--- src/rtl/cpu_pkg.sv ---
`default_nettype none
// ============================================================================
// Module   : cpu_pkg
// Purpose  : Shared CPU datapath constants, ALU control field layout and the
//            held-entry record used by the ID/EX operand stage.
// Contents : WIDTH, REG_ADDR_W, SHAMT_W, ALU control field positions and
//            arithmetic op encodings, entry_t.
// Revision : 1.0 - initial release
// ============================================================================
package cpu_pkg;

  // Datapath geometry; WIDTH must match the ALU.
  localparam int WIDTH      = 32;
  localparam int REG_ADDR_W = 5;
  localparam int SHAMT_W    = $clog2(WIDTH);

  // ALU control word layout.
  localparam int ALU_CTRL_W      = 5;
  localparam int ALU_LOGIC_SEL_B = 4;  // 1 = logic unit, 0 = arithmetic unit
  localparam int ALU_ARITH_OP_HI = 3;
  localparam int ALU_ARITH_OP_LO = 2;
  localparam int ALU_SIGNED_B    = 0;

  typedef enum logic [1:0] {
    ARITH_ADD = 2'b00,
    ARITH_SUB = 2'b01,
    ARITH_MUL = 2'b10,
    ARITH_DIV = 2'b11
  } arith_op_e;

  // Control portion of the instruction held in the stage. The operand
  // values themselves live in separate registers because they are rewritten
  // by the stall refresh independently of this record.
  typedef struct packed {
    logic [REG_ADDR_W-1:0] rs1;
    logic [REG_ADDR_W-1:0] rs2;
    logic [REG_ADDR_W-1:0] rd;
    logic                  use_imm;
    logic [ALU_CTRL_W-1:0] alu_control;
  } entry_t;

  // Extract the arithmetic op field from an ALU control word.
  function automatic arith_op_e alu_arith_op(input logic [ALU_CTRL_W-1:0] ctrl);
    return arith_op_e'(ctrl[ALU_ARITH_OP_HI:ALU_ARITH_OP_LO]);
  endfunction

endpackage : cpu_pkg
`default_nettype wire

--- src/rtl/fwd_mux.sv ---
`default_nettype none
// ============================================================================
// Module   : fwd_mux
// Purpose  : Combinational priority forwarding selector for one source
//            register. EX/MEM result wins over MEM/WB; register 0 is never
//            forwarded.
// Ports    : reg_addr_i  - source register address
//            reg_data_i  - fallback data (regfile read or held operand)
//            ex_*_i      - EX/MEM result bus (valid, rd, data)
//            mem_*_i     - MEM/WB result bus (valid, rd, data)
//            data_o      - selected operand value
// Revision : 1.0 - initial release
// ============================================================================
module fwd_mux #(
  parameter int WIDTH      = 32,
  parameter int REG_ADDR_W = 5
) (
  input  logic [REG_ADDR_W-1:0] reg_addr_i,
  input  logic [WIDTH-1:0]      reg_data_i,
  input  logic                  ex_valid_i,
  input  logic [REG_ADDR_W-1:0] ex_rd_i,
  input  logic [WIDTH-1:0]      ex_data_i,
  input  logic                  mem_valid_i,
  input  logic [REG_ADDR_W-1:0] mem_rd_i,
  input  logic [WIDTH-1:0]      mem_data_i,
  output logic [WIDTH-1:0]      data_o
);

  logic addr_nonzero;
  logic ex_hit;
  logic mem_hit;

  assign addr_nonzero = (reg_addr_i != '0);
  assign ex_hit       = ex_valid_i  && (ex_rd_i  == reg_addr_i) && addr_nonzero;
  assign mem_hit      = mem_valid_i && (mem_rd_i == reg_addr_i) && addr_nonzero;

  always_comb begin
    data_o = reg_data_i;
    if (ex_hit) begin
      data_o = ex_data_i;
    end else if (mem_hit) begin
      data_o = mem_data_i;
    end
  end

endmodule : fwd_mux
`default_nettype wire

--- src/rtl/ex_operand_stage.sv ---
`default_nettype none
// ============================================================================
// Module   : ex_operand_stage
// Purpose  : ID/EX register stage feeding the ALU. Captures decoded
//            instructions under valid/ready, resolves RAW hazards from the
//            EX/MEM and MEM/WB result buses, refreshes held operands while
//            stalled, and supports flush.
// Ports    : clk, rst           - clock, synchronous active-high reset
//            flush              - drop held entry, block capture this cycle
//            in_valid/in_ready  - decode handshake
//            in_rs*/in_rd/in_imm/in_use_imm/in_alu_control - decoded fields
//            fwd_ex_*, fwd_mem_*- forwarding buses
//            out_valid/out_ready- EX handshake
//            out_operand_a/b, out_shift_amount, out_alu_control,
//            out_rd_addr        - registered ALU inputs
// Revision : 1.0 - initial release
// ============================================================================
module ex_operand_stage #(
  parameter int WIDTH      = 32,
  parameter int REG_ADDR_W = 5   // must equal cpu_pkg::REG_ADDR_W (entry_t)
) (
  input  logic                       clk,
  input  logic                       rst,
  input  logic                       flush,
  // Decode side
  input  logic                       in_valid,
  output logic                       in_ready,
  input  logic [REG_ADDR_W-1:0]      in_rs1_addr,
  input  logic [REG_ADDR_W-1:0]      in_rs2_addr,
  input  logic [REG_ADDR_W-1:0]      in_rd_addr,
  input  logic [WIDTH-1:0]           in_rs1_data,
  input  logic [WIDTH-1:0]           in_rs2_data,
  input  logic [WIDTH-1:0]           in_imm,
  input  logic                       in_use_imm,
  input  logic [4:0]                 in_alu_control,
  // Forwarding buses
  input  logic                       fwd_ex_valid,
  input  logic [REG_ADDR_W-1:0]      fwd_ex_rd,
  input  logic [WIDTH-1:0]           fwd_ex_data,
  input  logic                       fwd_mem_valid,
  input  logic [REG_ADDR_W-1:0]      fwd_mem_rd,
  input  logic [WIDTH-1:0]           fwd_mem_data,
  // ALU side
  output logic                       out_valid,
  input  logic                       out_ready,
  output logic [WIDTH-1:0]           out_operand_a,
  output logic [WIDTH-1:0]           out_operand_b,
  output logic [$clog2(WIDTH)-1:0]   out_shift_amount,
  output logic [4:0]                 out_alu_control,
  output logic [REG_ADDR_W-1:0]      out_rd_addr
);

  import cpu_pkg::*;

  localparam int SHAMT_W = $clog2(WIDTH);

  // --------------------------------------------------------------------------
  // State
  // --------------------------------------------------------------------------
  logic               valid_q, valid_d;
  entry_t             entry_q, entry_d;
  logic [WIDTH-1:0]   opa_q,   opa_d;
  logic [WIDTH-1:0]   opb_q,   opb_d;
  logic [SHAMT_W-1:0] shamt_q, shamt_d;

  logic capture;
  logic hold;
  logic release_only;

  // The forwarding muxes are shared between capture and refresh: on a
  // capture they look at the incoming addresses and regfile data, otherwise
  // at the held addresses with the current operand as fallback. A refresh
  // with no bus match therefore rewrites the operand with itself.
  logic [REG_ADDR_W-1:0] rs1_sel;
  logic [REG_ADDR_W-1:0] rs2_sel;
  logic [WIDTH-1:0]      rs1_base;
  logic [WIDTH-1:0]      rs2_base;
  logic [WIDTH-1:0]      rs1_fwd;
  logic [WIDTH-1:0]      rs2_fwd;

  // --------------------------------------------------------------------------
  // Handshake
  // --------------------------------------------------------------------------
  assign in_ready     = !rst && !flush && (!valid_q || out_ready);
  assign capture      = in_valid && in_ready;
  assign hold         = valid_q && !out_ready;
  assign release_only = valid_q && out_ready && !capture;

  // --------------------------------------------------------------------------
  // Forwarding
  // --------------------------------------------------------------------------
  assign rs1_sel  = capture ? in_rs1_addr : entry_q.rs1;
  assign rs2_sel  = capture ? in_rs2_addr : entry_q.rs2;
  assign rs1_base = capture ? in_rs1_data : opa_q;
  assign rs2_base = capture ? in_rs2_data : opb_q;

  fwd_mux #(
    .WIDTH      (WIDTH),
    .REG_ADDR_W (REG_ADDR_W)
  ) u_fwd_rs1 (
    .reg_addr_i  (rs1_sel),
    .reg_data_i  (rs1_base),
    .ex_valid_i  (fwd_ex_valid),
    .ex_rd_i     (fwd_ex_rd),
    .ex_data_i   (fwd_ex_data),
    .mem_valid_i (fwd_mem_valid),
    .mem_rd_i    (fwd_mem_rd),
    .mem_data_i  (fwd_mem_data),
    .data_o      (rs1_fwd)
  );

  fwd_mux #(
    .WIDTH      (WIDTH),
    .REG_ADDR_W (REG_ADDR_W)
  ) u_fwd_rs2 (
    .reg_addr_i  (rs2_sel),
    .reg_data_i  (rs2_base),
    .ex_valid_i  (fwd_ex_valid),
    .ex_rd_i     (fwd_ex_rd),
    .ex_data_i   (fwd_ex_data),
    .mem_valid_i (fwd_mem_valid),
    .mem_rd_i    (fwd_mem_rd),
    .mem_data_i  (fwd_mem_data),
    .data_o      (rs2_fwd)
  );

  // --------------------------------------------------------------------------
  // Next state
  // --------------------------------------------------------------------------
  always_comb begin
    valid_d = valid_q;
    entry_d = entry_q;
    opa_d   = opa_q;
    opb_d   = opb_q;
    shamt_d = shamt_q;

    if (flush) begin
      // Data registers keep their last value; only the entry is dropped.
      valid_d = 1'b0;
    end else if (capture) begin
      valid_d             = 1'b1;
      entry_d.rs1         = in_rs1_addr;
      entry_d.rs2         = in_rs2_addr;
      entry_d.rd          = in_rd_addr;
      entry_d.use_imm     = in_use_imm;
      entry_d.alu_control = in_alu_control;
      opa_d               = rs1_fwd;
      if (in_use_imm) begin
        opb_d   = in_imm;
        shamt_d = in_imm[SHAMT_W-1:0];
      end else begin
        opb_d   = rs2_fwd;
        shamt_d = rs2_fwd[SHAMT_W-1:0];
      end
    end else if (hold) begin
      opa_d = rs1_fwd;
      if (!entry_q.use_imm) begin
        opb_d   = rs2_fwd;
        shamt_d = rs2_fwd[SHAMT_W-1:0];
      end
    end else if (release_only) begin
      valid_d = 1'b0;
    end
  end

  always_ff @(posedge clk) begin
    if (rst) begin
      valid_q <= 1'b0;
      entry_q <= '0;
      opa_q   <= '0;
      opb_q   <= '0;
      shamt_q <= '0;
    end else begin
      valid_q <= valid_d;
      entry_q <= entry_d;
      opa_q   <= opa_d;
      opb_q   <= opb_d;
      shamt_q <= shamt_d;
    end
  end

  // --------------------------------------------------------------------------
  // Outputs
  // --------------------------------------------------------------------------
  assign out_valid        = valid_q;
  assign out_operand_a    = opa_q;
  assign out_operand_b    = opb_q;
  assign out_shift_amount = shamt_q;
  assign out_alu_control  = entry_q.alu_control;
  assign out_rd_addr      = entry_q.rd;

endmodule : ex_operand_stage
`default_nettype wire
--- config.mk ---
export PLATFORM = sky130hd
export DESIGN_NAME = ex_operand_stage
export DESIGN_NICKNAME = d
export VERILOG_FILES = /design/src/rtl/cpu_pkg.sv /design/src/rtl/fwd_mux.sv /design/src/rtl/ex_operand_stage.sv
export SDC_FILE = /design/constraint.sdc
export NUM_CORES = 1
export LEC_CHECK = 0
export ABC_CLOCK_PERIOD_IN_PS = 4000
export CORE_ASPECT_RATIO = 0.8
export CORE_MARGIN = 2
export CORE_UTILIZATION = 44
export DETAILED_ROUTE_END_ITERATION = 10
export GPL_TIMING_DRIVEN = 0
export MAX_ROUTING_LAYER = met4
export PLACE_DENSITY = 0.9
export SLEW_MARGIN = 10
export SYNTH_ARGS = -nofsm -noshare
export SYNTH_HDL_FRONTEND = slang
export SYNTH_HIERARCHICAL = 1
export SYNTH_SLANG_ARGS = --single-unit
--- constraint.sdc ---
create_clock -name clk -period 4 [get_ports clk]
set_clock_uncertainty 0.05 [all_clocks]
set_input_delay 0.6 -clock clk [delete_from_list [all_inputs] [get_ports clk]]
set_output_delay 0.6 -clock clk [all_outputs]
set_load 0.005 [all_outputs]
* Word-level counts from Yosys, hierarchy flattened
Index checks and enable logic that the tools add are counted.
W data, S select, Z words.
** Word-level totals
- Flip-flop bits (word level) :: 91
- ROM bits :: 0
- Logic and storage cells :: 66
- Output and inout port bits :: 81
- Memory bits (writable) :: 0
- Memories :: 0
- Latch bits :: 0
** Cells by class
- Magnitude comparators :: 0
- Divide/modulo/power cells :: 0
- Equal/unequal tests :: 6
- Multiply operators :: 0
- $add $sub $neg :: 0
- Shift-type cells :: 0
- Reduce and logical (&&, ||, !) cells :: 29
- Mux-type cells :: 21
- Bitwise operators :: 1
** Operators by type and width (count)
- $mux W32 :: 12
- $mux W5 :: 6
- $eq A5 B5 Y1 :: 4
- $logic_and A1 B1 Y1 :: 14
- $reduce_bool A5 Y1 :: 2
- $reduce_and A2 Y1 :: 3
- $logic_not A1 Y1 :: 5
- $reduce_bool A2 Y1 :: 2
- $mux W1 :: 3
- $reduce_and A3 Y1 :: 1
- $ne A2 B1 Y1 const B :: 1
- $ne A2 B2 Y1 const B :: 1
- $reduce_or A2 Y1 :: 1
- $logic_or A1 B1 Y1 :: 1
- $not A1 Y1 :: 1

* Depth between registers and ports, before layout
Gate-level depths: netlist (run 1).
- Depth after elaboration :: 13
- Gate-level depth with buffers :: 14
- Mapped depth without buffers :: 9

* By module
Netlist (run 1), hierarchy kept.
** Modules (own cells, without submodules)
- ex_operand_stage :: instances 1, area each 4490.6 um^2, cells an instance 603, seq. area each 1721.7 um^2
- fwd_mux :: instances 2, area each 1153.6 um^2, cells an instance 198, seq. area each 0.0 um^2

* Least setup slack after synthesis (run 1)
OpenSTA, ideal clock, no wires.
- Path type :: input port to flip-flop
- Start point :: in flush
- End point :: reg opb_q[30], in the netlist out_operand_b[30]
- Stages on the path :: 13
- Path buffers :: 4
- Data arrival time :: 3.531 ns
- Setup slack :: 0.278 ns
- Library setup time :: 0.141 ns
- Cell sequence :: buf_2 -> nor2_1 -> and3_1 -> buf_2 -> buf_4 -> mux2_1 -> or4_4 -> o211ai_4 -> buf_6 -> or3_1 -> a31oi_1 -> a2111oi_0 -> a211oi_2
** On the way
- Cells in the longest elaborated chain, start to end :: 13
- Elaborated cells between the ends (all ways) :: 23
- Classes of those cells :: eq/ne (3); mux (8); bitwise (1); reduce/logical (11)
** Ends and longest elaborated chain
- start: declaration :: line ex_operand_stage.sv:24 : input logic flush,
- $logic_not A1 Y1 * :: line ex_operand_stage.sv:84 : assign in_ready = !rst && !flush && (!valid_q || out_ready);
- $logic_and A1 B1 Y1 * (2 in a row) :: line ex_operand_stage.sv:84
- $logic_and A1 B1 Y1 * :: line ex_operand_stage.sv:85 : assign capture = in_valid && in_ready;
- $mux W5 * :: line ex_operand_stage.sv:93 : assign rs2_sel = capture ? in_rs2_addr : entry_q.rs2;
- named net rs2_sel[2] :: line ex_operand_stage.sv:75 : logic [REG_ADDR_W-1:0] rs2_sel;
- $eq A5 B5 Y1 :: line fwd_mux.sv:35 : assign mem_hit = mem_valid_i && (mem_rd_i == reg_addr_i) && addr_nonzero;
- $logic_and A1 B1 Y1 (2 in a row) :: line fwd_mux.sv:35
- $mux W32 :: line fwd_mux.sv:41 : end else if (mem_hit) begin
- $mux W32 * :: line fwd_mux.sv:39 : if (ex_hit) begin
- named net rs2_fwd[30] :: line ex_operand_stage.sv:79 : logic [WIDTH-1:0] rs2_fwd;
- $mux W32 :: line ex_operand_stage.sv:157 : if (!entry_q.use_imm) begin
- $mux W32 :: line ex_operand_stage.sv:155 : end else if (hold) begin
- $mux W32 * :: line ex_operand_stage.sv:140 : end else if (capture) begin
- end signal: assignment :: line ex_operand_stage.sv:177 : opb_q <= opb_d;
- end: declaration :: line ex_operand_stage.sv:63 : logic [WIDTH-1:0] opb_q, opb_d;
The timed path passes the listed nets; every way through them passes the cells marked *. The select of a mux whose other input is x is not followed.
A chain may end at the register's enable or synchronous reset.

* Worst setup path in the final report (run 1)
- Start point :: in out_ready
- End point :: reg opb_q[27], in the netlist out_operand_b[27]
** On the way
- Cells in the longest elaborated chain, start to end :: 12
- Elaborated cells between the ends (all ways) :: 23
- Classes of those cells :: eq/ne (3); mux (8); reduce/logical (12)
** Ends and longest elaborated chain
- start: declaration :: line ex_operand_stage.sv:45 : input logic out_ready,
- $logic_or A1 B1 Y1 * :: line ex_operand_stage.sv:84
- $logic_and A1 B1 Y1 * :: line ex_operand_stage.sv:84
- $logic_and A1 B1 Y1 * :: line ex_operand_stage.sv:85
- $mux W5 * :: line ex_operand_stage.sv:93
- named net rs2_sel[2] :: line ex_operand_stage.sv:75
- $eq A5 B5 Y1 :: line fwd_mux.sv:35
- $logic_and A1 B1 Y1 (2 in a row) :: line fwd_mux.sv:35
- $mux W32 :: line fwd_mux.sv:41
- $mux W32 * :: line fwd_mux.sv:39
- named net rs2_fwd[27] :: line ex_operand_stage.sv:79
- $mux W32 :: line ex_operand_stage.sv:157
- $mux W32 :: line ex_operand_stage.sv:155
- $mux W32 * :: line ex_operand_stage.sv:140
Marked as above.

==> results of run 1 <==
==> per-layer routing <==
metal | track usage (%) | wire length, µm | vias up
li1 | - | - | 3993
met1 | 46.9 | 12000 | 3735
met2 | 48.8 | 12000 | 502
met3 | 6.83 | 2890 | 61
met4 | 12.1 | 790 | 0
met5 | - | 0 | -
==> logic make-up (layout without fill, tap and decap cells) <==
group,after synthesis,after routing,share of synthesized area (%)
AND/OR/NAND/NOR,402,402,27.2
buffers and inverters,207,500,15.0
other,0,1,0
AO/OA/AOI/OAI,273,273,28.0
flip-flops,86,86,25.3
XOR/XNOR,20,20,2.58
multiplexers,11,11,1.88
==> cell type report <==
type | instances | area (µm²) | area share (%)
multi-input cells | 706 | 4130 | 40.2
repair buffers | 278 | 2790 | 27.2
flip-flops and latches | 86 | 1720 | 16.8
plain buffers | 111 | 682 | 6.64
inverters | 96 | 360 | 3.51
well taps | 210 | 263 | 2.56
clock buffers | 10 | 239 | 2.33
clock inverters | 5 | 82.6 | 0.804
diodes | 1 | 2.50 | 0.0244
==> state kept, by name, indices dropped and copies added (netlist names) <==
name / count
out_valid: 1
out_operand_b: 32
out_operand_a: 32
out_alu_control: 5
out_rd_addr: 5
entry_q: 11
==> how the worst min path moves through the flow <==
stage,slack (ns),to,start
after floorplan,0.39,out_alu_control[0]$_SDFFE_PP0P_,out_alu_control[0]$_SDFFE_PP0P_
after global placement,0.39,out_rd_addr[1]$_SDFFE_PP0P_,out_rd_addr[1]$_SDFFE_PP0P_
after detailed placement,0.40,out_rd_addr[1]$_SDFFE_PP0P_,out_rd_addr[1]$_SDFFE_PP0P_
after CTS,0.41,out_rd_addr[1]$_SDFFE_PP0P_,out_rd_addr[1]$_SDFFE_PP0P_
after global routing,0.42,out_rd_addr[0]$_SDFFE_PP0P_,out_rd_addr[0]$_SDFFE_PP0P_
final,0.40,out_rd_addr[1]$_SDFFE_PP0P_,out_rd_addr[1]$_SDFFE_PP0P_
==> worst max-delay path, stage by stage <==
cell and delay (ns):
clkdlybuf4s50_1 0.44, nand2b_1 0.09, clkbuf_4 0.18, and3_1 0.20, buf_6 0.16, buf_8 0.16
mux2_4 0.35, or4_4 0.59, o211ai_4 0.28, buf_4 0.16, buf_2 0.21, nor3_1 0.10
a31oi_1 0.21, a211oi_2 0.11, a221oi_2 0.26
==> power by group through the flow <==
| stage | clock, W | combinational, W | sequential (W) |
|---|---|---|---|
| 2_1_floorplan | 0 | 0.000334 | 0.000922 |
| 3_3_place_gp | 0 | 0.000691 | 0.000921 |
| 3_5_place_dp | 0 | 0.000700 | 0.000923 |
| 4_1_cts | 0.000938 | 0.000714 | 0.000904 |
| 5_1_grt | 0.000981 | 0.000785 | 0.000907 |
| 6_report | 0.000931 | 0.000737 | 0.000904 |
==> cells in the mapped netlist (2+ instances only) <==
cell / n
a221oi_1: 2
a21oi_1: 44
buf_6: 15
or2_1: 3
o211ai_4: 4
mux2_1: 10
nand4_1: 2
dfxtp_1: 86
clkbuf_2: 6
a31oi_1: 64
buf_2: 21
inv_1: 96
nand4_2: 2
and2_1: 2
o21ai_1: 60
nand2_1: 243
o21ai_0: 36
or3_1: 56
buf_4: 26
a211oi_1: 31
nor3_1: 64
or3_2: 8
nor2b_1: 10
xnor2_1: 20
clkbuf_1: 42
or4_4: 2
nor2_1: 3
nand3_1: 2
and3_1: 2
a221oi_2: 29
nand2b_1: 2
==> stage by stage <==
| stage | hold WS [ns] | util, % |
|---|---|---|
| after floorplan | 0.387 | - |
| after global placement | 0.392 | 65.2 |
| after detailed placement | 0.398 | 65.2 |
| after CTS | 0.407 | 67.8 |
| after global routing | 0.424 | 68.2 |
| final | 0.405 | 68.2 |
==> timing repair <==
item	in CTS	in global routing
setup buffers	1	1
endpoints found under the setup margin	31	32
gates resized for setup	11	14
pin swaps	1	2
==> run_results.csv, run 1 <==
group,metric,value,unit
cells_and_area,layout_common_cells,"clkdlybuf4s50_1, nand2_1, inv_1",
cells_and_area,fin_cells,1503,
placement,post-place-ws,-0.605,ns
route,drc,0,
logic_synthesis,synth-seq-cells,86,
grt,grt_max_degree,15,
cts,clockBufferDepth,2,
timing,slew_headroom,46.1,%
timing,hold_violations,0,
placement,dp.cells,1485,
cts,clkTransAtPathRegs,0.06,ns
cells_and_area,syn_to_final_growth,51.1,%
logic_synthesis,synth_async_sr_flop_share,0,%
pwr,sw_frac_of_total,28.8,%
logic_synthesis,synth-edff-count,0,
die,io_pins,279,
logic_synthesis,synth.net_count,1197,
critical_path,critical_path_arrival,4.13,ns
pwr,p_per_area,250,nW/µm²
die,die_area,16500,µm²
die,fp.dieH,115,µm
cells_and_area,fillers,1303,
logic_synthesis,syn_inst,999,
timing,finalCritPeriodShare,97.9,%
placement,portBuffers,276,
critical_path,critPathKind,"input pin to register",
critical_path,critPathMaxFanout,10,
route,wl_per_cell,18.4,µm
grt,grt.total_usage,33.9,%
logic_synthesis,synth.area.top_cells,"dfxtp_1, nand2_1, a221oi_2",
cts,htree_levels,3,
placement,dp_hpwl,22.0,mm
pwr,power_frac_seq,35.2,%
cts,cts_tree,"done",
logic_synthesis,synth_area_leader_cell,"dfxtp_1",
logic_synthesis,ys_types,37,
logic_synthesis,yosysTopAreaCellShare,25.3,%
cts,hold_buffers,0,
pwr,p_switching,0.000742,W
logic_synthesis,yosys_warnings,6,
die,core.rowCount,40,
critical_path,r2r_slack,0.48,ns
timing,fin_setup_tns,0,ns
placement,place.gp.congestion,1.00,
critical_path,startpoint,"out_ready",
cells_and_area,nets,1486,
pwr,p_total,0.00257,W
pwr,pwr-share-clk,36.2,%
cts,cts_buffers,9,
pwr,leakage,3.68,nW
cells_and_area,layout-drive-gt1-share,11.3,%
critical_path,worstSetupEndpoint,"out_operand_b[27]$_SDFFE_PP0P_",
cells_and_area,design_area,10300,µm²
die,core_area,15100,µm²
cells_and_area,final_common_cell,"clkdlybuf4s50_1",
pwr,max-vdd-ir-drop,0.000200,V
logic_synthesis,ys.flop_type,"dfxtp_1",
timing,layout_min_cycle_time,3.92,ns
die,die_w,143,µm
route,avgViaCountPerCell,5.52,
critical_path,critPathCaptureType,"register",
timing,setup_viol,0,
logic_synthesis,syn_area,6800,µm²
placement,place_area,9820,µm²
route,drtIter0Drc,1012,
pwr,p_int,0.00183,W
grt,grt_overflow,0,
grt,grt_first_pass_wirelength,41.8,mm
timing,worst_slew_pin_slew,0.808,ns
critical_path,reg2reg_from,"out_valid$_SDFFE_PP0P_",
critical_path,r2r-end,"out_operand_b[27]$_SDFFE_PP0P_",
critical_path,start_kind,"input pin",
logic_synthesis,avgSynthCellArea,6.80,µm²
worst_hold_path,holdPathStages,2,
route,num_vias,8291,
timing,slew_violations,0,
timing,layout_setup_ws,0.0843,ns
outcome,status,"finished, final reports clean",
route,drt_first_pass_iters,6,
die,start_util,45.1,%
cts,worstSkewPairLatency,0.36,ns
logic_synthesis,ys_seq_area_share,25.3,%
critical_path,rr_worst_depth,14,
cts,clock-sinks,86,
grt,antenna_found_initial,1,
route,wirelength,27.6,mm
worst_hold_path,hp-class,"register to register",
cts,root_buffer,"clkbuf_16",
timing,fmax,0.255,GHz
critical_path,critical_path_required,4.21,ns
pwr,pwr-share-comb,28.6,%
job,max_cap_violations,0,
route,ant_nets,0,
grt,grt_pass1_vias,7720,
(Power assumes the default switching activity.)
==> inputs of run 2 (changes only) <==
Settings changed: CORE_MARGIN 2 to unset, HOLD_SLACK_MARGIN set to 0.08, RECOVER_POWER set to 25.
==> run_results.csv, run 2 (same netlist as run 1, synthesis figures left out) <==
group,metric,value,unit
die,core.rowCount,40,
route,drtIter0Drc,1029,
pwr,p_per_area,244,nW/µm²
grt,grt.total_usage,34.1,%
die,start_util,45.1,%
cts,worstSkewPairLatency,0.35,ns
cts,clockBufferDepth,2,
die,die_area,16000,µm²
cells_and_area,fillers,1300,
cells_and_area,layout-drive-gt1-share,11.4,%
route,wl_met1,12.1,mm
timing,fin_setup_tns,0,ns
route,avgViaCountPerCell,5.49,
cells_and_area,design_area,10200,µm²
placement,portBuffers,276,
critical_path,cp_slowest_cell,"or4_4",
job,max_cap_violations,0,
grt,grt_max_degree,15,
timing,finalCritPeriodShare,97.4,%
timing,worst_slew_pin_slew,0.887,ns
route,wl_per_cell,18.0,µm
critical_path,cp_common_cell,"buf_4",
grt,antenna_found_initial,0,
route,wl_met3,2.50,mm
critical_path,critical_path_required,4.15,ns
pwr,leakage,3.78,nW
cts,cts_tree,"done",
critical_path,critPathMaxFanout,10,
worst_hold_path,hp-class,"register to register",
cells_and_area,syn_to_final_growth,50.6,%
route,top_layer_used,"met4",
grt,grt_first_pass_wirelength,40.9,mm
cells_and_area,antennaDiodeCount,0,
cts,hold_buffers,0,
cells_and_area,final_common_cell,"nand2_1",
critical_path,critPathKind,"input pin to register",
route,met2_length,11.6,mm
route,ant_nets,0,
timing,rsz0062_at_grt,"false",
die,fp.dieH,113,µm
route,drt_first_pass_iters,6,
grt,grt_pass1_vias,7500,
critical_path,crit_chain,"clkdlybuf4s50_1, nand2b_1, clkbuf_4, and3_1, buf_6, buf_8, mux2_2, or4_4, o211ai_4, or2_1, buf_4, buf_4, a31oi_1, a211oi_1, a221oi_2",
route,num_vias,8263,
grt,grt_overflow,0,
timing,fmax,0.257,GHz
cells_and_area,nets,1488,
cts,clkTransAtPathRegs,0.06,ns
die,core_area,15100,µm²
cts,htree_levels,3,
cells_and_area,layout_common_cells,"nand2_1, clkdlybuf4s50_1, inv_1",
critical_path,critPathCaptureType,"register",
critical_path,cpPeakStageDelay,0.60,ns
placement,place_area,9820,µm²
timing,slew_violations,0,
pwr,max-vdd-ir-drop,0.000201,V
cts,clock-sinks,86,
die,io_pins,279,
cts,root_buffer,"clkbuf_16",
timing,hold_violations,0,
placement,dp_hpwl,21.6,mm
timing,setup_viol,0,
cts,cts_buffers,9,
critical_path,critical_path_arrival,4.04,ns
outcome,status,"finished, final reports clean",
timing,layout_min_cycle_time,3.89,ns
route,drc,0,
route,wirelength,27.0,mm
placement,place.gp.congestion,0.983,
die,die_w,141,µm
critical_path,start_kind,"input pin",
timing,slew_headroom,40.9,%
## run 2: changes by cell type in the layout (fill, tap and decap cells not counted), moves of 2 or more
cell and change:
buf_4 +3, clkdlybuf4s50_1 -40, dlygate4sd3_1 +40, mux2_2 +2, mux2_4 -2
## run 2: where the power goes
part / switching [W] / internal [W] / leakage [nW] / total [W]
combinational: 0.000356 / 0.000372 / 2.93 / 0.000728
sequential: 0.0000164 / 0.000886 / 0.699 / 0.000903
clock: 0.000372 / 0.000499 / 0.145 / 0.000871
total: 0.000744 / 0.00176 / 3.78 / 0.00250
## run 2: worst max-delay path: cells and delay by family
| kind | cells | cell delay [ns] |
|---|---|---|
| AO/OA/AOI/OAI | 4 | 0.78 |
| buffers and inverters | 6 | 1.24 |
| multiplexers | 1 | 0.39 |
| AND/OR/NAND/NOR | 4 | 1.01 |
## run 2: stage by stage
stage               utilization (%)  hold WS (ns)  std cells  setup WS (ns)  power, W
global route                   67.9         0.427       1504         0.0133   0.00259
finish                         67.9         0.407       1504          0.106   0.00250
CTS                            67.7         0.409       1503         0.0315   0.00249
detailed placement             65.2         0.400       1485         -0.522   0.00162
global placement               65.2         0.392       1485         -0.475   0.00161
floorplan                         -         0.387        999          0.278   0.00126
## run 2: metal layers
layer | track usage (%) | vias to the layer above
met3 | 5.71 | 60
met5 | - | -
met2 | 50.3 | 485
met1 | 47.0 | 3716
li1 | - | 4002
met4 | 11.4 | 0
## run 2: path summary, 6_finish.rpt
kind                                                  start                              to  slack [ns]  cells past startpoint
worst max-delay path                              out_ready  out_operand_b[19]$_SDFFE_PP0P_        0.11                     15
worst min-delay path            out_rd_addr[1]$_SDFFE_PP0P_     out_rd_addr[1]$_SDFFE_PP0P_        0.41                      2
worst max register to register       out_valid$_SDFFE_PP0P_  out_operand_b[19]$_SDFFE_PP0P_        0.53                     14
worst min register to register  out_rd_addr[1]$_SDFFE_PP0P_     out_rd_addr[1]$_SDFFE_PP0P_        0.41                      2
## run 2: repair_timing
| action | in CTS | in global routing |
|---|---|---|
| cloned | 1 | 0 |
| pin swaps | 1 | 3 |
| resized for setup | 11 | 10 |
| endpoints found under the setup margin | 28 | 30 |
| buffers inserted | 2 | 1 |
## run 2: final cells by class
type,instances,area (µm²),area share (%)
buffer,111,678,6.63
clock buffer,10,239,2.33
clock inverter,5,60.1,0.587
inverter,96,360,3.52
multi-input combinational,707,4130,40.3
sequential,86,1720,16.8
tap,210,263,2.57
timing repair buffer,279,2790,27.2
==> inputs of run 3 (changes only) <==
Settings changed: CORE_UTILIZATION 44 to 50, DONT_BUFFER_PORTS set to 1, PLACE_DENSITY 0.9 to 0.73.
==> run_results.csv, run 3 (same netlist as run 1, synthesis figures left out) <==
group,metric,value,unit
die,core_area,13100,µm²
pwr,p_int,0.00161,W
cts,cts_tree,"done",
route,drtIter0Drc,758,
route,wl_per_cell,20.4,µm
cts,clkTransAtPathRegs,0.06,ns
pwr,power_frac_seq,40.1,%
route,drt_first_pass_iters,5,
cts,htree_levels,3,
cells_and_area,antennaDiodeCount,0,
route,wirelength,24.3,mm
grt,grt_first_pass_wirelength,36.9,mm
grt,grt.total_usage,35.0,%
critical_path,critical_path_arrival,4.05,ns
timing,fmax,0.260,GHz
route,num_vias,7054,
grt,grt_max_degree,15,
worst_hold_path,holdPathStages,2,
placement,dp_hpwl,19.6,mm
grt,grt_overflow,0,
route,drc,0,
timing,fin_setup_tns,0,ns
cells_and_area,final_common_cell,"nand2_1",
pwr,pwr-share-comb,19.7,%
critical_path,start_kind,"input pin",
critical_path,rr_worst_depth,14,
pwr,max-vdd-ir-drop,0.000232,V
pwr,pwr-share-clk,40.3,%
placement,place.gp.congestion,0.983,
timing,worst_slew_pin_slew,0.790,ns
grt,antenna_found_initial,0,
grt,grt_pass1_vias,6453,
timing,layout_min_cycle_time,3.85,ns
cts,root_buffer,"clkbuf_16",
die,die_area,14100,µm²
pwr,p_per_area,306,nW/µm²
pwr,p_total,0.00227,W
route,avgViaCountPerCell,5.92,
die,start_util,52.1,%
cts,clockBufferDepth,2,
critical_path,critPathMaxFanout,10,
critical_path,critPathKind,"input pin to register",
critical_path,crit_chain,"buf_2, nor2_4, and3_1, buf_2, buf_4, mux2_1, or4_4, o211ai_4, buf_4, buf_6, o21ai_0, a31oi_1, a211oi_2, a221oi_2",
route,ant_nets,0,
cts,worstSkewPairLatency,0.34,ns
cells_and_area,layout-drive-gt1-share,13.8,%
timing,hold_violations,0,
timing,setup_viol,0,
critical_path,cp_slowest_cell,"or4_4",
pwr,p_switching,0.000654,W
cells_and_area,nets,1211,
cts,clock-sinks,86,
worst_hold_path,hp-class,"input pin to register",
cells_and_area,syn_to_final_growth,8.93,%
cells_and_area,fillers,1325,
critical_path,critical_path_required,4.20,ns
die,die_w,132,µm
timing,slew_headroom,47.3,%
cells_and_area,layout_common_cells,"nand2_1, inv_1, dfxtp_1",
cts,cts_buffers,9,
outcome,status,"finished, final reports clean",
critical_path,cpPeakStageDelay,0.63,ns
pwr,sw_frac_of_total,28.9,%
placement,portBuffers,0,
pwr,leakage,2.61,nW
critical_path,critPathCaptureType,"register",
die,io_pins,279,
die,fp.dieH,106,µm
die,core.rowCount,37,
timing,slew_violations,0,
job,max_cap_violations,0,
timing,finalCritPeriodShare,96.2,%
timing,hold_ws,0.333,ns
==> run 3: cell count changes in the layout (fill, tap and decap cells not counted), sizes merged <==
cell / delta
bufinv: +1
clkbuf: -1
dlygate4sd3: -40
clkinvlp: -1
clkdlybuf4s50: -236
clkinv: -1
inv: +1
==> run 3: stage by stage <==
stage / cells / utilization, % / area [µm²] / setup slack, ns
finish: 1192 / 56.7 / 7400 / 0.153
global route: 1192 / 56.7 / 7400 / -0.00122
CTS: 1189 / 56.2 / 7340 / 0.00655
detailed placement: 1174 / 53.7 / 7020 / -0.356
global placement: 1174 / 53.7 / 7020 / -0.333
floorplan: 999 / - / 6800 / 0.278
==> run 3: cell type report <==
type	instances	area [µm²]	share of cell area (%)
Inverter	96	360	4.87
Tap cell	175	219	2.96
Timing Repair Buffer	2	15.0	0.203
Multi-Input combinational cell	707	4110	55.5
Clock buffer	10	239	3.23
Buffer	111	661	8.92
Clock inverter	5	82.6	1.12
Sequential cell	86	1720	23.3
==> run 3: power by group through the flow <==
stage | sequential [W] | combinational (W) | clock, W
2_1_floorplan | 0.000922 | 0.000334 | 0
3_3_place_gp | 0.000927 | 0.000419 | 0
3_5_place_dp | 0.000928 | 0.000424 | 0
4_1_cts | 0.000909 | 0.000426 | 0.000929
5_1_grt | 0.000912 | 0.000486 | 0.000961
6_report | 0.000909 | 0.000446 | 0.000913
==> run 3: timing repair <==
action,CTS,global route
hold buffers,0,0
setup endpoints to repair,0,32
buffers inserted,0,2
gates resized for setup,0,9
==> run 3: path summary, 6_finish.rpt <==
path                               startpoint                        endpoint  slack [ns]
setup / recovery                        flush  out_operand_b[15]$_SDFFE_PP0P_        0.15
hold / removal                  in_rd_addr[4]     out_rd_addr[4]$_SDFFE_PP0P_        0.33
hold reg to reg   out_rd_addr[4]$_SDFFE_PP0P_     out_rd_addr[4]$_SDFFE_PP0P_        0.41
setup reg to reg       out_valid$_SDFFE_PP0P_  out_operand_b[15]$_SDFFE_PP0P_        0.19
==> run 3: critical path: cells and delay by family <==
kind,cells,cell delay (ns)
AOI/OAI and AO/OA,5,1.03
and+or+nand+nor,3,0.98
buffers and inverters,5,0.96
muxes,1,0.44
==> run 3: routing by layer <==
metal	part of all wire (%)	track usage (%)	vias up	wire length [µm]
met5	0	-	-	0
met4	2.1	10.2	0	505
met3	11	7.53	40	2570
met2	41	49.0	410	10000
met1	46	49.9	3161	11300
li1	-	-	3443	-
